[config.mk]
export PLATFORM = sky130hd
export DESIGN_NAME = pc_sequencer
export DESIGN_NICKNAME = d
export VERILOG_FILES = /design/src/rtl/pc_sequencer.sv
export SDC_FILE = /design/constraint.sdc
export NUM_CORES = 1
export LEC_CHECK = 0
export ABC_AREA = 1
export CORE_UTILIZATION = 40
export DETAILED_ROUTE_END_ITERATION = 16
export GPL_TIMING_DRIVEN = 0
export PLACE_DENSITY = 0.82
export SYNTH_ARGS = -nofsm -noshare
export SYNTH_HDL_FRONTEND = slang
export SYNTH_SLANG_ARGS = --single-unit
export TNS_END_PERCENT = 20
[constraint.sdc]
create_clock -name clk -period 2.4 [get_ports clk]
set_input_delay 0.48 -clock clk [delete_from_list [all_inputs] [get_ports clk]]
set_output_delay 0.48 -clock clk [all_outputs]
set_load 0.02 [all_outputs]
[src/rtl/pc_sequencer.sv]
// Fetch-stage program-counter sequencer: sequential advance, branch/jump redirect,
// stall hold and post-redirect flush. Define PC_SEQ_PERF_COUNTERS_EN to add perf counters.
module pc_sequencer #(
  parameter logic [31:0] RESET_PC     = 32'h0000_0000,
  parameter logic [31:0] PC_MASK      = 32'h0000_FFFF,
  parameter int          FLUSH_CYCLES = 1
) (
  input  logic        clk,
  input  logic        reset,
  input  logic        stall,
  input  logic        fetch_ready,
  input  logic        branch_taken,
  input  logic [31:0] branch_pc,
  input  logic [31:0] branch_offset,
  input  logic        jump_valid,
  input  logic [31:0] jump_target,
`ifdef PC_SEQ_PERF_COUNTERS_EN
  output logic [31:0] redirect_count,
  output logic [31:0] stall_count,
`endif
  output logic [31:0] pc,
  output logic        fetch_valid,
  output logic        flush
);

  typedef enum logic [1:0] {
    ST_BOOT  = 2'd0,
    ST_RUN   = 2'd1,
    ST_FLUSH = 2'd2
  } state_t;

  localparam logic [1:0] FLUSH_LOAD = 2'(FLUSH_CYCLES);

  state_t      state_reg, state_next;
  logic [31:0] pc_reg, pc_next;
  logic        fetch_valid_reg, fetch_valid_next;
  logic        flush_reg, flush_next;
  logic [1:0]  flush_cnt_reg, flush_cnt_next;

  logic [31:0] branch_target;
  logic [31:0] jump_target_masked;
  logic [31:0] seq_pc;
  logic [31:0] redirect_pc;
  logic        redirect;
  logic        handshake;
  logic        advance;

  // Offset is a byte offset; the logical shift converts it to words and the
  // mask discards the high bits a negative offset leaves behind.
  always_comb begin
    branch_target      = (branch_pc + (branch_offset >> 2)) & PC_MASK;
    jump_target_masked = jump_target & PC_MASK;
    seq_pc             = (pc_reg + 32'd1) & PC_MASK;
    redirect           = branch_taken | jump_valid;
    redirect_pc        = branch_taken ? branch_target : jump_target_masked;
    handshake          = fetch_valid_reg & fetch_ready & ~stall;
    advance            = (state_reg == ST_RUN) & handshake;
  end

  always_comb begin
    state_next     = state_reg;
    pc_next        = pc_reg;
    flush_cnt_next = flush_cnt_reg;
    case (state_reg)
      ST_BOOT: begin
        state_next = ST_RUN;
      end
      ST_RUN: begin
        if (redirect) begin
          state_next     = ST_FLUSH;
          pc_next        = redirect_pc;
          flush_cnt_next = FLUSH_LOAD;
        end else if (advance) begin
          pc_next = seq_pc;
        end
      end
      ST_FLUSH: begin
        // A new redirect restarts the bubble count; stall/ready are ignored here.
        if (redirect) begin
          pc_next        = redirect_pc;
          flush_cnt_next = FLUSH_LOAD;
        end else if (flush_cnt_reg <= 2'd1) begin
          state_next     = ST_RUN;
          flush_cnt_next = 2'd0;
        end else begin
          flush_cnt_next = flush_cnt_reg - 2'd1;
        end
      end
      default: begin
        state_next = ST_BOOT;
      end
    endcase
    fetch_valid_next = (state_next == ST_RUN);
    flush_next       = (state_next == ST_FLUSH);
  end

  always_ff @(posedge clk) begin
    if (reset) begin
      state_reg       <= ST_BOOT;
      pc_reg          <= RESET_PC;
      fetch_valid_reg <= 1'b0;
      flush_reg       <= 1'b0;
      flush_cnt_reg   <= 2'd0;
    end else begin
      state_reg       <= state_next;
      pc_reg          <= pc_next;
      fetch_valid_reg <= fetch_valid_next;
      flush_reg       <= flush_next;
      flush_cnt_reg   <= flush_cnt_next;
    end
  end

  assign pc          = pc_reg;
  assign fetch_valid = fetch_valid_reg;
  assign flush       = flush_reg;

`ifdef PC_SEQ_PERF_COUNTERS_EN
  logic [31:0] redirect_count_reg;
  logic [31:0] stall_count_reg;
  logic        redirect_event;
  logic        stall_event;

  always_comb begin
    redirect_event = redirect & (state_reg != ST_BOOT);
    stall_event    = (state_reg == ST_RUN) & fetch_valid_reg & ~handshake;
  end

  // Both counters saturate rather than wrap.
  always_ff @(posedge clk) begin
    if (reset) begin
      redirect_count_reg <= 32'd0;
      stall_count_reg    <= 32'd0;
    end else begin
      if (redirect_event && (redirect_count_reg != 32'hFFFF_FFFF))
        redirect_count_reg <= redirect_count_reg + 32'd1;
      if (stall_event && (stall_count_reg != 32'hFFFF_FFFF))
        stall_count_reg <= stall_count_reg + 32'd1;
    end
  end

  assign redirect_count = redirect_count_reg;
  assign stall_count    = stall_count_reg;
`endif

endmodule

==> flow_metrics.py, run 1 <==
metrics = {
    "critical_path": {
        "crit_path_max_fanout": 4,
        "worst-endpoint-required_ps": 2570,
        "startpoint_type": "input pin",
        "critical_path.endpoint_type": "flop",
        "critPathKind": "input pin to flop",
        "worstPathArrival_ps": 2440,
    },
    "drt": {
        "drt_iter0_markers": 148,
        "num_vias": 3060,
        "ant_nets": 0,
        "routed_wl_um": 7070,
        "wl_per_cell_um": 11.7,
        "drc": 0,
        "via_per_inst": 5.06,
        "first_pass_iters": 5,
    },
    "timing": {
        "setup_viol": 0,
        "rsz0062_at_grt": "no",
        "post-route-min-period_ps": 2270,
        "timing.fmax_mhz": 441,
        "drv_slew": 0,
        "min_period_over_period_pct": 94.4,
        "fin_tns_setup_ps": 0,
        "finClkSkew_ps": 4.59,
        "hold_violations": 0,
    },
    "clock_tree": {
        "clock_path_buffers": 2,
        "htree_num_levels": 1,
        "clk_latency_ps": 270,
        "clock-sinks": 22,
        "cts_tree": "built",
        "path_clk_slew_ps": 90,
        "cts_hold_buffers": 0,
        "cts_buffers": 3,
        "cts_root_buf": "clkbuf_8",
    },
    "synthesis": {
        "synth-async-reset-ratio_pct": 0,
        "synth_edf_count": 0,
        "synth_area_mm2": 0.00254,
        "ys_types": 37,
        "synth-main-ff-cell": "dfxtp_1",
        "seq_area_frac_synth_pct": 17.3,
        "yosysWarnings": 0,
        "syn_avg_cell_area_um2": 5.78,
        "ys_ff_latch": 22,
        "synthCells": 440,
    },
    "power": {
        "p_switching_w": 0.000569,
        "total_power_w": 0.00152,
        "p_leak_nw": 1.66,
        "peakVddDrop_mv": 0.334,
        "power_frac_comb_pct": 46.5,
        "p_sw_share_pct": 37.6,
        "intPower_w": 0.000946,
        "powerDensity_mw_per_mm2": 435,
        "pwr-share-clk_pct": 23.5,
        "power_frac_seq_pct": 30.0,
    },
    "floorplan": {
        "num_rows": 28,
        "die_x_um": 81.7,
        "ioPinCount": 136,
        "dieArea_mm2": 0.00668,
        "die_y_um": 81.7,
        "start_util_pct": 42.2,
        "core_mm2": 0.00603,
    },
    "layout": {
        "n_antenna_cell": 0,
        "layout_commonest_cell": "nand2_1",
        "multi_input_area_mm2": 0.00176,
        "nNetsFinal": 650,
        "post-route-util_pct": 57.8,
        "finalNonFillerCells": 605,
        "largest_register_ffs": 16,
        "syn_to_final_growth_pct": 37.0,
        "regArea_um2": 440,
        "drive_gt1_share_pct": 8.49,
        "fillCellCount": 622,
        "layout_common_cells": "131 x nand2_1, 71 x clkdlybuf4s50_1, 55 x inv_1, 42 x nand3_1, 42 x a21oi_1",
    },
    "global_route": {
        "grt_max_degree": 14,
        "grt_overflow_total": 0,
        "grt_pass1_wl_um": 11600,
        "grt_use_total_pct": 21.9,
        "first_global_vias": 2782,
        "antenna_found_initial": 0,
    },
    "min_path": {
        "hold_path_class": "flop to flop",
    },
    "place": {
        "routabilityCongestion": 0.884,
        "dp_hpwl_um": 5710,
        "portBuffers": 71,
        "placed_cells": 601,
    },
    "run_status": {
        "outcome": "complete, no violations",
    },
    "flow_run": {
        "drv_cap": 0,
    },
}
## worst max-delay path, stage by stage
cell	delay [ps]
clkdlybuf4s50_1	410
ha_1	250
fa_2	390
nand3_1	110
nand3_2	120
nand2_1	80
nand2_1	80
or2_2	280
nand3_1	70
nand2_1	60
nand2_1	50
a21oi_1	50
## power by group through the flow
stage	clock [W]	combinational (W)	sequential (W)
floorplan	0	0.000408	0.000494
global placement	0	0.000681	0.000460
detailed placement	0	0.000693	0.000462
CTS	0.000362	0.000698	0.000454
global route	0.000377	0.000787	0.000461
finish	0.000357	0.000704	0.000455
## worst paths after layout
| path | depth (start not counted) | start | end | slack, ps |
|---|---|---|---|---|
| setup / recovery | 12 | branch_pc[0] | pc[6] | 130 |
| setup reg to reg | 10 | pc[0] | pc[14] | 720 |
| hold reg to reg | 2 | flush_cnt_reg[1] | flush_cnt_reg[1] | 470 |
| hold / removal | 2 | flush_cnt_reg[1] | flush_cnt_reg[1] | 470 |
## cell families (layout without fill, tap and decap cells)
| kind of cell | after synthesis | in the layout | share of synthesized area, % |
|---|---|---|---|
| compound gates | 74 | 74 | 15.9 |
| xor+xnor | 4 | 4 | 1.38 |
| fa+ha+maj | 17 | 17 | 8.66 |
| buf+inv | 85 | 160 | 16.1 |
| flops | 22 | 22 | 17.3 |
| other cells | 1 | 16 | 0.147 |
| simple gates | 237 | 237 | 40.5 |
## synth_stat cells, types with 2 or more instances
library cell | count | area share [%]
o21ai_0 | 15 | 3.0
inv_2 | 4 | 0.59
nand2_2 | 2 | 0.49
buf_4 | 18 | 5.3
buf_6 | 2 | 0.89
clkbuf_1 | 3 | 0.44
buf_2 | 2 | 0.39
nand4_1 | 7 | 1.7
a21oi_1 | 42 | 8.3
o21ai_1 | 8 | 1.6
nor2_1 | 34 | 5.0
nor2_2 | 2 | 0.49
nand3_1 | 43 | 8.5
dfxtp_1 | 22 | 17
nand2_1 | 131 | 19
and2_1 | 3 | 0.74
inv_1 | 55 | 8.1
xor2_1 | 2 | 0.69
a221oi_1 | 2 | 0.69
nand3b_1 | 3 | 0.89
ha_1 | 16 | 7.9
nor3_1 | 6 | 1.2
xnor2_1 | 2 | 0.69
o211ai_1 | 3 | 0.89
## routing by layer
layer | wire length, µm | global-route usage (%) | vias up | part of all wire [%]
met2 | 3290 | 38.3 | 114 | 47
li1 | - | - | 1575 | -
met5 | 0 | 0 | - | 0
met3 | 458 | 3.67 | 12 | 6.5
met1 | 3230 | 27.6 | 1359 | 46
met4 | 93 | 5.44 | 0 | 1.3
## timing repair
action	CTS	global route
setup endpoints to repair	0	2
hold endpoints to repair	0	0
resized for setup	0	2
buffers inserted	0	0
## stage by stage
step | instance area [µm²] | hold slack (ps) | setup WS, ps
floorplan | 2600 | 438 | 354
global placement | 3400 | 454 | -246
finish | 3480 | 473 | 133
global route | 3480 | 492 | 16.7
CTS | 3470 | 478 | 25.3
detailed placement | 3400 | 465 | -258
## cell type report
class | instances | area share [%]
multi-input cells | 348 | 50.4
repair buffers | 71 | 20.4
flip-flops and latches | 22 | 12.6
inverters | 60 | 6.61
plain buffers | 25 | 5.14
well taps | 75 | 2.69
clock buffers | 3 | 1.19
clock inverters | 1 | 0.862
Note: power is estimated with default switching activity, not from simulation.
==> inputs of run 2 (changes only) <==
- GPL_ROUTABILITY_DRIVEN: unset -> 0
==> run 2 against run 1 <==
Clock skew shrank 0.66 ps; core utilization is the same; cell area is the same; die area is the same; largest power group unchanged.
==> flow_metrics.py, run 2 (same netlist as run 1, synthesis figures left out) <==
metrics = {
    "floorplan": {
        "core_mm2": 0.00603,
        "num_rows": 28,
        "ioPinCount": 136,
        "die_x_um": 81.7,
        "die_y_um": 81.7,
        "start_util_pct": 42.2,
        "dieArea_mm2": 0.00668,
    },
    "timing": {
        "worst_slew_pin_slew_ps": 510,
        "hold_violations": 0,
        "rsz0062_at_grt": "no",
        "min_period_over_period_pct": 95.2,
        "finClkSkew_ps": 3.93,
        "relSlewSlack_pct": 66.0,
        "fin_tns_setup_ps": 0,
        "setup_viol": 0,
        "timing.fmax_mhz": 438,
        "post-route-min-period_ps": 2280,
        "holdWs_ps": 473,
        "drv_slew": 0,
    },
    "power": {
        "p_switching_w": 0.000567,
        "p_leak_nw": 1.66,
        "power_frac_comb_pct": 46.5,
        "total_power_w": 0.00151,
        "intPower_w": 0.000946,
        "powerDensity_mw_per_mm2": 435,
        "pwr-share-clk_pct": 23.6,
        "power_frac_seq_pct": 29.9,
        "peakVddDrop_mv": 0.299,
        "p_sw_share_pct": 37.5,
    },
    "run_status": {
        "outcome": "complete, no violations",
    },
    "critical_path": {
        "startpoint_type": "input pin",
        "worst-endpoint-required_ps": 2570,
        "critPathKind": "input pin to flop",
        "worstPathArrival_ps": 2450,
        "crit_path_max_fanout": 4,
        "critical_path.endpoint_type": "flop",
    },
    "layout": {
        "layout_commonest_cell": "nand2_1",
        "multi_input_area_mm2": 0.00176,
        "n_antenna_cell": 0,
        "layout_common_cells": "131 x nand2_1, 71 x clkdlybuf4s50_1, 55 x inv_1, 42 x nand3_1, 42 x a21oi_1",
        "largest_register_ffs": 16,
        "fillCellCount": 601,
        "post-route-util_pct": 57.8,
        "regArea_um2": 440,
        "drive_gt1_share_pct": 8.49,
        "syn_to_final_growth_pct": 37.0,
        "nNetsFinal": 650,
    },
    "clock_tree": {
        "cts_hold_buffers": 0,
        "cts_buffers": 3,
        "cts_tree": "built",
        "htree_num_levels": 1,
        "clock_path_buffers": 2,
        "clk_latency_ps": 270,
        "cts_root_buf": "clkbuf_8",
        "clock-sinks": 22,
        "path_clk_slew_ps": 90,
    },
    "drt": {
        "num_vias": 3029,
        "via_per_inst": 5.01,
        "first_pass_iters": 5,
        "drc": 0,
        "drt_iter0_markers": 228,
        "routed_wl_um": 6870,
        "wl_per_cell_um": 11.4,
        "ant_nets": 0,
    },
    "global_route": {
        "grt_max_degree": 14,
        "grt_overflow_total": 0,
        "first_global_vias": 2659,
        "grt_use_total_pct": 21.1,
        "antenna_found_initial": 0,
        "grt_pass1_wl_um": 11200,
    },
    "place": {
        "portBuffers": 71,
        "dp_hpwl_um": 5620,
    },
    "flow_run": {
        "drv_cap": 0,
    },
    "min_path": {
        "hold_path_class": "flop to flop",
    },
}
[run 2: cell counts in the layout (fill, tap and decap cells not counted)]
Identical to the previous run, type by type.
[run 2: through the flow]
step | cells | setup slack (ps) | instance area [µm²]
after detailed placement | 601 | -262 | 3400
after CTS | 605 | 27.7 | 3470
final | 605 | 116 | 3480
after global placement | 601 | -249 | 3400
after floorplan | 455 | 354 | 2600
after global routing | 605 | 10.7 | 3480
[run 2: worst paths after layout]
kind	from	to	slack, ps	cells after the start
setup reg to reg	pc[1]	pc[14]	730	10
setup / recovery	branch_pc[0]	pc[6]	120	12
hold / removal	flush_cnt_reg[1]	flush_cnt_reg[1]	470	2
hold reg to reg	flush_cnt_reg[1]	flush_cnt_reg[1]	470	2
[run 2: critical path, stage by stage]
cell and delay, ps:
clkdlybuf4s50_1 410, ha_1 250, fa_2 380, nand3_1 110
nand3_2 120, nand2_1 90, nand2_1 100, or2_2 280
nand3_1 80, nand2_1 50, nand2_1 50, a21oi_1 50
[run 2: area by class of cell]
cell class	instances	share of cell area [%]
repair buffers	71	20.4
clock buffers	3	1.19
plain buffers	25	5.14
clock inverters	1	0.862
flip-flops and latches	22	12.6
inverters	60	6.61
well taps	75	2.69
multi-input cells	348	50.4
[run 2: timing repair]
action / CTS / global route
endpoints found under the hold margin: 0 / 0
resized for setup: 0 / 2
setup buffers: 0 / 0
setup endpoints to repair: 0 / 2
[run 2: routing by layer]
layer  vias up  share of wire (%)  track usage (%)
met5         -                  0                0
met4         0                1.3             5.26
met3        11                7.2             3.67
met2       118                 46             37.2
met1      1324                 46             26.4
li1       1576                  -                -
[run 2: power by group through the flow]
stage | clock network [W] | registers, W | logic [W]
after floorplan | 0 | 0.000494 | 0.000408
after global placement | 0 | 0.000461 | 0.000679
final | 0.000357 | 0.000453 | 0.000704
after global routing | 0.000375 | 0.000461 | 0.000779
after detailed placement | 0 | 0.000462 | 0.000693
after CTS | 0.000363 | 0.000453 | 0.000697
==> inputs of run 3 (changes only) <==
- CAP_MARGIN: unset -> 0
==> results of run 3 <==
No change in the layout: final DEF, timing and power equal those of run 2.
==> variant 1: new RTL, flow settings as in run 1 <==
Re-encode `state_t` (3 states) as one-hot, 3 bits wide.
--- a/src/rtl/pc_sequencer.sv
+++ b/src/rtl/pc_sequencer.sv
@@ -23,10 +23,10 @@
   output logic        flush
 );
 
-  typedef enum logic [1:0] {
-    ST_BOOT  = 2'd0,
-    ST_RUN   = 2'd1,
-    ST_FLUSH = 2'd2
+  typedef enum logic [2:0] {
+    ST_BOOT  = 3'b001,
+    ST_RUN   = 3'b010,
+    ST_FLUSH = 3'b100
   } state_t;
 
   localparam logic [1:0] FLUSH_LOAD = 2'(FLUSH_CYCLES);
Check against the original RTL: same outputs for any inputs over 10 cycles, from zero or initial values and one cycle with reset high; not proved beyond that.
==> variant 1 against run 1 <==
Die area is 0.62% higher; routed wire length is 0.13% higher; combinational power is 12% lower; power is 13% lower; largest cell class unchanged; worst setup slack better by 0.013 ns; sequential cell count is 1 higher; synthesized area is 0.64% higher; final area is 0.50% lower; non-clock buffer count is 2 higher.
==> variant 1: results (changes against run 1) <==
routing:
  vias_per_cell: 5.054  # was 5.058
  dr.pass1.iters: 4  # was 5
  wl_per_cell_um: 11.94  # was 11.69 um
  vias: 2997  # was 3,060
  drtIter0Drc: 185  # was 148
placement:
  gp_congestion: 0.9300  # was 0.8839
  dp_hpwl_um: 5584  # was 5713 um
  dpl.cell_count: 589  # was 601
  port_buffers: 70  # was 71
  placed_area_um2: 3410  # was 3403 um^2
clocking:
  htreeDepth: 1  # unchanged
  cts_max_path_buffers: 2  # unchanged
  root_buffer: "clkbuf_8"  # unchanged
  post-cts-setup-buffers: 0  # unchanged
  cts_buffers: 3  # unchanged
synth:
  ys_seq_area_share_pct: 18.00  # was 17.32%
  yosysWarnings: 0  # unchanged
  ys_types: 39  # was 37
  synthTopCellsByCount: "nand2_1 (116), inv_1 (46), nor2_1 (43)"  # was nand2_1 (131), inv_1 (55), nand3_1 (43)
  ys_top_cells_by_area: "dfxtp_1 (18%), nand2_1 (17%), a21oi_1 (7.8%), ha_1 (7.8%), nand3_1 (6.8%)"  # was nand2_1 (19%), dfxtp_1 (17%), nand3_1 (8.5%), a21oi_1 (8.3%), inv_1 (8.1%)
  async_flop_share_pct: 0  # unchanged
  syn_inst: 429  # was 440
grt:
  track_usage_pct: 21.52  # was 21.89%
  grt_first_pass_wirelength_um: 11340  # was 11,650 um
  grt_pass1_vias: 2646  # was 2,782
pwr:
  leakage_nw: 1.640  # was 1.657 nW
  ir_drop_v: 0.0002501  # was 0.0003344 V
worst_setup_path:
  rr_worst_depth: 10  # unchanged
  cp-end-kind: "register"  # unchanged
  rrSetupSlack_ns: 0.63  # was 0.72 ns
  cp_max_fo: 4  # unchanged
finish:
  drive_above_1_share_pct: 10.23  # was 8.491%
  final.fill_count: 587  # was 622
  fin_nets: 638  # was 650
outcome:
  status: "finished, final reports clean"  # unchanged
timing:
  fin_skew_ns: 0.001473  # was 0.004589 ns
  tightest_slew_ns: 0.5038
hold_path:
  hp-class: "register to register"  # unchanged
-- variant 1: changes by cell type after synthesis, moves of 3 or more --
cell,run 1,this run
nor2_1,34,43
a211oi_1,1,4
nand3_1,43,35
nand2_1,131,116
o21ai_0,15,25
inv_1,55,46
o21ai_1,8,5
nand4_1,7,4
-- variant 1: worst min-delay path by stage --
stage                startpoint               end  slack, ns  cells past startpoint
6_report       flush_cnt_reg[1]  flush_cnt_reg[1]       0.53                      2
2_1_floorplan  flush_cnt_reg[1]  flush_cnt_reg[1]       0.48                      2
3_5_place_dp   flush_cnt_reg[1]  flush_cnt_reg[1]       0.52                      2
4_1_cts        flush_cnt_reg[1]  flush_cnt_reg[1]       0.53                      2
5_1_grt        flush_cnt_reg[1]  flush_cnt_reg[1]       0.56                      2
3_3_place_gp   flush_cnt_reg[1]  flush_cnt_reg[1]       0.51                      2
-- variant 1: cell families after synthesis --
| logic type | synth area share [%] |
|---|---|
| AOI/OAI and AO/OA | 16.92 |
| xor gates and xnor gates | 1.712 |
| adders and majority gates | 8.606 |
| buffers and inverters | 15.26 |
| DFF | 18.00 |
| other | 0.1466 |
| and+or+nand+nor | 39.36 |
-- variant 1: metal layers --
| metal | up-vias | GRT usage [%] | wire, um |
|---|---|---|---|
| li1 | 1540 | - | - |
| met1 | 1335 | 27.59 | 3105 |
| met2 | 114 | 37.93 | 3385 |
| met3 | 8 | 3.222 | 535 |
| met4 | 0 | 4.035 | 57 |
| met5 | - | 0 | 0 |
-- variant 1: area by class of cell --
type | count | area (um^2) | share of cell area [%]
timing repair buffer | 70 | 700.7 | 20.22
buffer | 28 | 198.9 | 5.742
inverter | 51 | 191.4 | 5.525
sequential | 23 | 460.4 | 13.29
tap | 75 | 93.84 | 2.709
clock inverter | 1 | 5.005 | 0.1445
clock buffer | 3 | 41.29 | 1.192
multi-input combinational | 342 | 1773 | 51.17
-- variant 1: timing repair --
item	CTS	global route
hold buffers	0	0
endpoints found under the setup margin	0	1
resized for setup	0	3
-- variant 1: through the flow --
| step | hold slack (ns) | setup slack (ns) |
|---|---|---|
| final | 0.5302 | 0.1463 |
| after global routing | 0.5577 | -0.01060 |
| after CTS | 0.5278 | 0.1291 |
| after detailed placement | 0.5159 | -0.1567 |
| after global placement | 0.5065 | -0.1441 |
| after floorplan | 0.4807 | 0.4720 |
-- variant 1: report_power, final --
part           internal, mW  switching [mW]
registers             0.413          0.0371
clock network         0.116           0.136
logic                 0.279           0.339
-- variant 1: worst max-delay path, cell delays in order --
cell and delay (ns):
clkdlybuf4s50_1 0.42, ha_1 0.24, fa_2 0.38, nand3_1 0.10
nand2_1 0.09, nand3_1 0.11, nand2_1 0.09, nand2_2 0.10
nand2_1 0.06, nand2_1 0.06, nand3_1 0.10, a21oi_2 0.15
nor2_1 0.05
==> variant 2: new RTL, config.mk and constraints of run 1 <==
Without the edit above. The option `PC_SEQ_PERF_COUNTERS_EN` is turned on by a define.
--- a/src/rtl/pc_sequencer.sv
+++ b/src/rtl/pc_sequencer.sv
@@ -1,5 +1,7 @@
 // Fetch-stage program-counter sequencer: sequential advance, branch/jump redirect,
 // stall hold and post-redirect flush. Define PC_SEQ_PERF_COUNTERS_EN to add perf counters.
+`define PC_SEQ_PERF_COUNTERS_EN
+
 module pc_sequencer #(
   parameter logic [31:0] RESET_PC     = 32'h0000_0000,
   parameter logic [31:0] PC_MASK      = 32'h0000_FFFF,
Formal check against the unedited RTL (old outputs only; new: redirect_count and stall_count): equivalent (Yosys induction, for registers that start in step).
==> variant 2 against run 1 <==
Via count grew 130%; worst setup slack better by 0.0076 ns; routed wire length grew to 2.6 times the old value; final area is 140% higher; combinational power increased by 21%; synthesized area grew to 2.5 times the old value; largest power group is now registers; sequential cell count grew 64; power is 140% higher.
==> variant 2: results (changes against run 1) <==
outcome:
  status: "finished, final reports clean"  # unchanged
finish:
  num_antenna_cells: 0  # unchanged
  drive_above_1_share_pct: 8.833  # was 8.491%
  final_cell_count_no_fill: 1411  # was 605
  fin_nets: 1317  # was 650
placement:
  gp_congestion: 0.9564  # was 0.8839
  dp_hpwl_um: 14720  # was 5713 um
  port_buffers: 133  # was 71
grt:
  grt_pass1_vias: 6299  # was 2,782
  track_usage_pct: 22.26  # was 21.89%
  antenna_found_initial: 0  # unchanged
  grt_first_pass_wirelength_um: 29760  # was 11,650 um
  grt_max_degree: 15  # was 14
routing:
  vias: 6956  # was 3,060
  wl_um: 18330  # was 7074 um
  drtIter0Drc: 550  # was 148
  dr.pass1.iters: 7  # was 5
synth:
  ys_types: 41  # was 37
  ys_seq_area_share_pct: 26.83  # was 17.32%
  synthTopCellsByCount: "nand2_1 (330), nor2_1 (105), inv_1 (101)"  # was nand2_1 (131), inv_1 (55), nand3_1 (43)
  syn_inst: 1037  # was 440
  async_flop_share_pct: 0  # unchanged
  yosysWarnings: 0  # unchanged
  ys_top_cells_by_area: "dfxtp_1 (27%), nand2_1 (19%), nor2_1 (6.1%), a21oi_1 (5.9%), inv_1 (5.9%)"  # was nand2_1 (19%), dfxtp_1 (17%), nand3_1 (8.5%), a21oi_1 (8.3%), inv_1 (8.1%)
clocking:
  clock_latency_ns: 0.34  # was 0.27 ns
  cts_max_path_buffers: 2  # unchanged
  clkTransAtPathRegs_ns: 0.06  # was 0.09 ns
  root_buffer: "clkbuf_16"  # was clkbuf_8
  cts_buffers: 9  # was 3
  htreeDepth: 3  # was 1
  cts_resized: 0  # unchanged
  post-cts-setup-buffers: 0  # unchanged
hold_path:
  hold_start: "flush_cnt_reg[1]"  # unchanged
  hp-class: "register to register"  # unchanged
worst_setup_path:
  rrSetupSlack_ns: 0.27  # was 0.72 ns
  crit_slowest_cell: "fa_1"  # was clkdlybuf4s50_1
  cp_max_fo: 4  # unchanged
  startpoint: "branch_pc[0]"  # unchanged
  crit_arrival_ns: 2.46  # was 2.44 ns
  timing.rr.start: "stall_count[0]"  # was pc[0]
  cpPeakStageDelay_ns: 0.44  # was 0.41 ns
pwr:
  ir_drop_v: 0.0004372  # was 0.0003344 V
  leakage_nw: 3.324  # was 1.657 nW
timing:
  relSlewSlack_pct: 54.66
  whs_ns: 0.4622  # was 0.4727 ns
  fin_skew_ns: 0.005839  # was 0.004589 ns
[variant 2: cell count changes in the layout (fill, tap and decap cells not counted), moves of 22 or more]
cell / run 1 / this run
clkdlybuf4s50_1: 71 / 133
inv_1: 55 / 101
a21oi_1: 42 / 76
o21ai_0: 15 / 37
nand2_1: 131 / 330
nor2_1: 34 / 105
nor3_1: 6 / 34
dfxtp_1: 22 / 86
xor2_1: 2 / 27
[variant 2: worst max-delay path: cells and delay by family]
family,cells,cell delay [ns]
fa+ha+maj,2,0.68
buf+inv,1,0.41
compound gates,1,0.09
simple gates,6,0.81
[variant 2: path summary, 6_finish.rpt]
kind,end,cells past startpoint
max,pc[6],10
max reg2reg,stall_count[22],11
min,flush_cnt_reg[1],2
min reg2reg,flush_cnt_reg[1],2
[variant 2: kinds of logic after synthesis]
| kind of cell | count (synthesis) | synth area share [%] |
|---|---|---|
| AND/OR/NAND/NOR | 595 | 40.38 |
| buffers and inverters | 154 | 10.98 |
| AO/OA/AOI/OAI | 141 | 12.34 |
| flip-flops | 86 | 26.83 |
| XOR/XNOR | 41 | 5.596 |
| adder cells (fa/ha/maj) | 19 | 3.821 |
| other | 1 | 0.05843 |
[variant 2: metrics by stage]
step	worst slack, ns	utilization, %	instance area (um^2)
floorplan	0.4456	-	6474
global placement	-0.1442	52.30	8069
detailed placement	-0.2094	52.30	8069
CTS	0.1709	54.08	8343
global route	0.07582	54.08	8343
finish	0.1410	54.08	8343
[variant 2: cell type report]
cell class              instances  area [um^2]
fillers                      1576         7084
multi-input cells             812         4048
flip-flops and latches         86         1722
repair buffers                133         1331
inverters                     107        401.6
plain buffers                  47        302.8
well taps                     211        264.0
clock buffers                  10        239.0
clock inverters                 5        35.03
[variant 2: report_power, final]
part	internal, mW	leakage (nW)	total (mW)	switching [mW]
Combinational	0.353	2.49	0.853	0.499
Sequential	1.47	0.697	1.53	0.0584
Clock	0.726	0.135	1.32	0.590
[variant 2: metal layers]
| metal | vias up | share of wire (%) | track usage (%) |
|---|---|---|---|
| li1 | 3617 | - | - |
| met1 | 3104 | 46 | 28.93 |
| met2 | 211 | 47 | 38.31 |
| met3 | 24 | 5.3 | 3.867 |
| met4 | 0 | 1.6 | 5.121 |
| met5 | - | 0 | 0 |
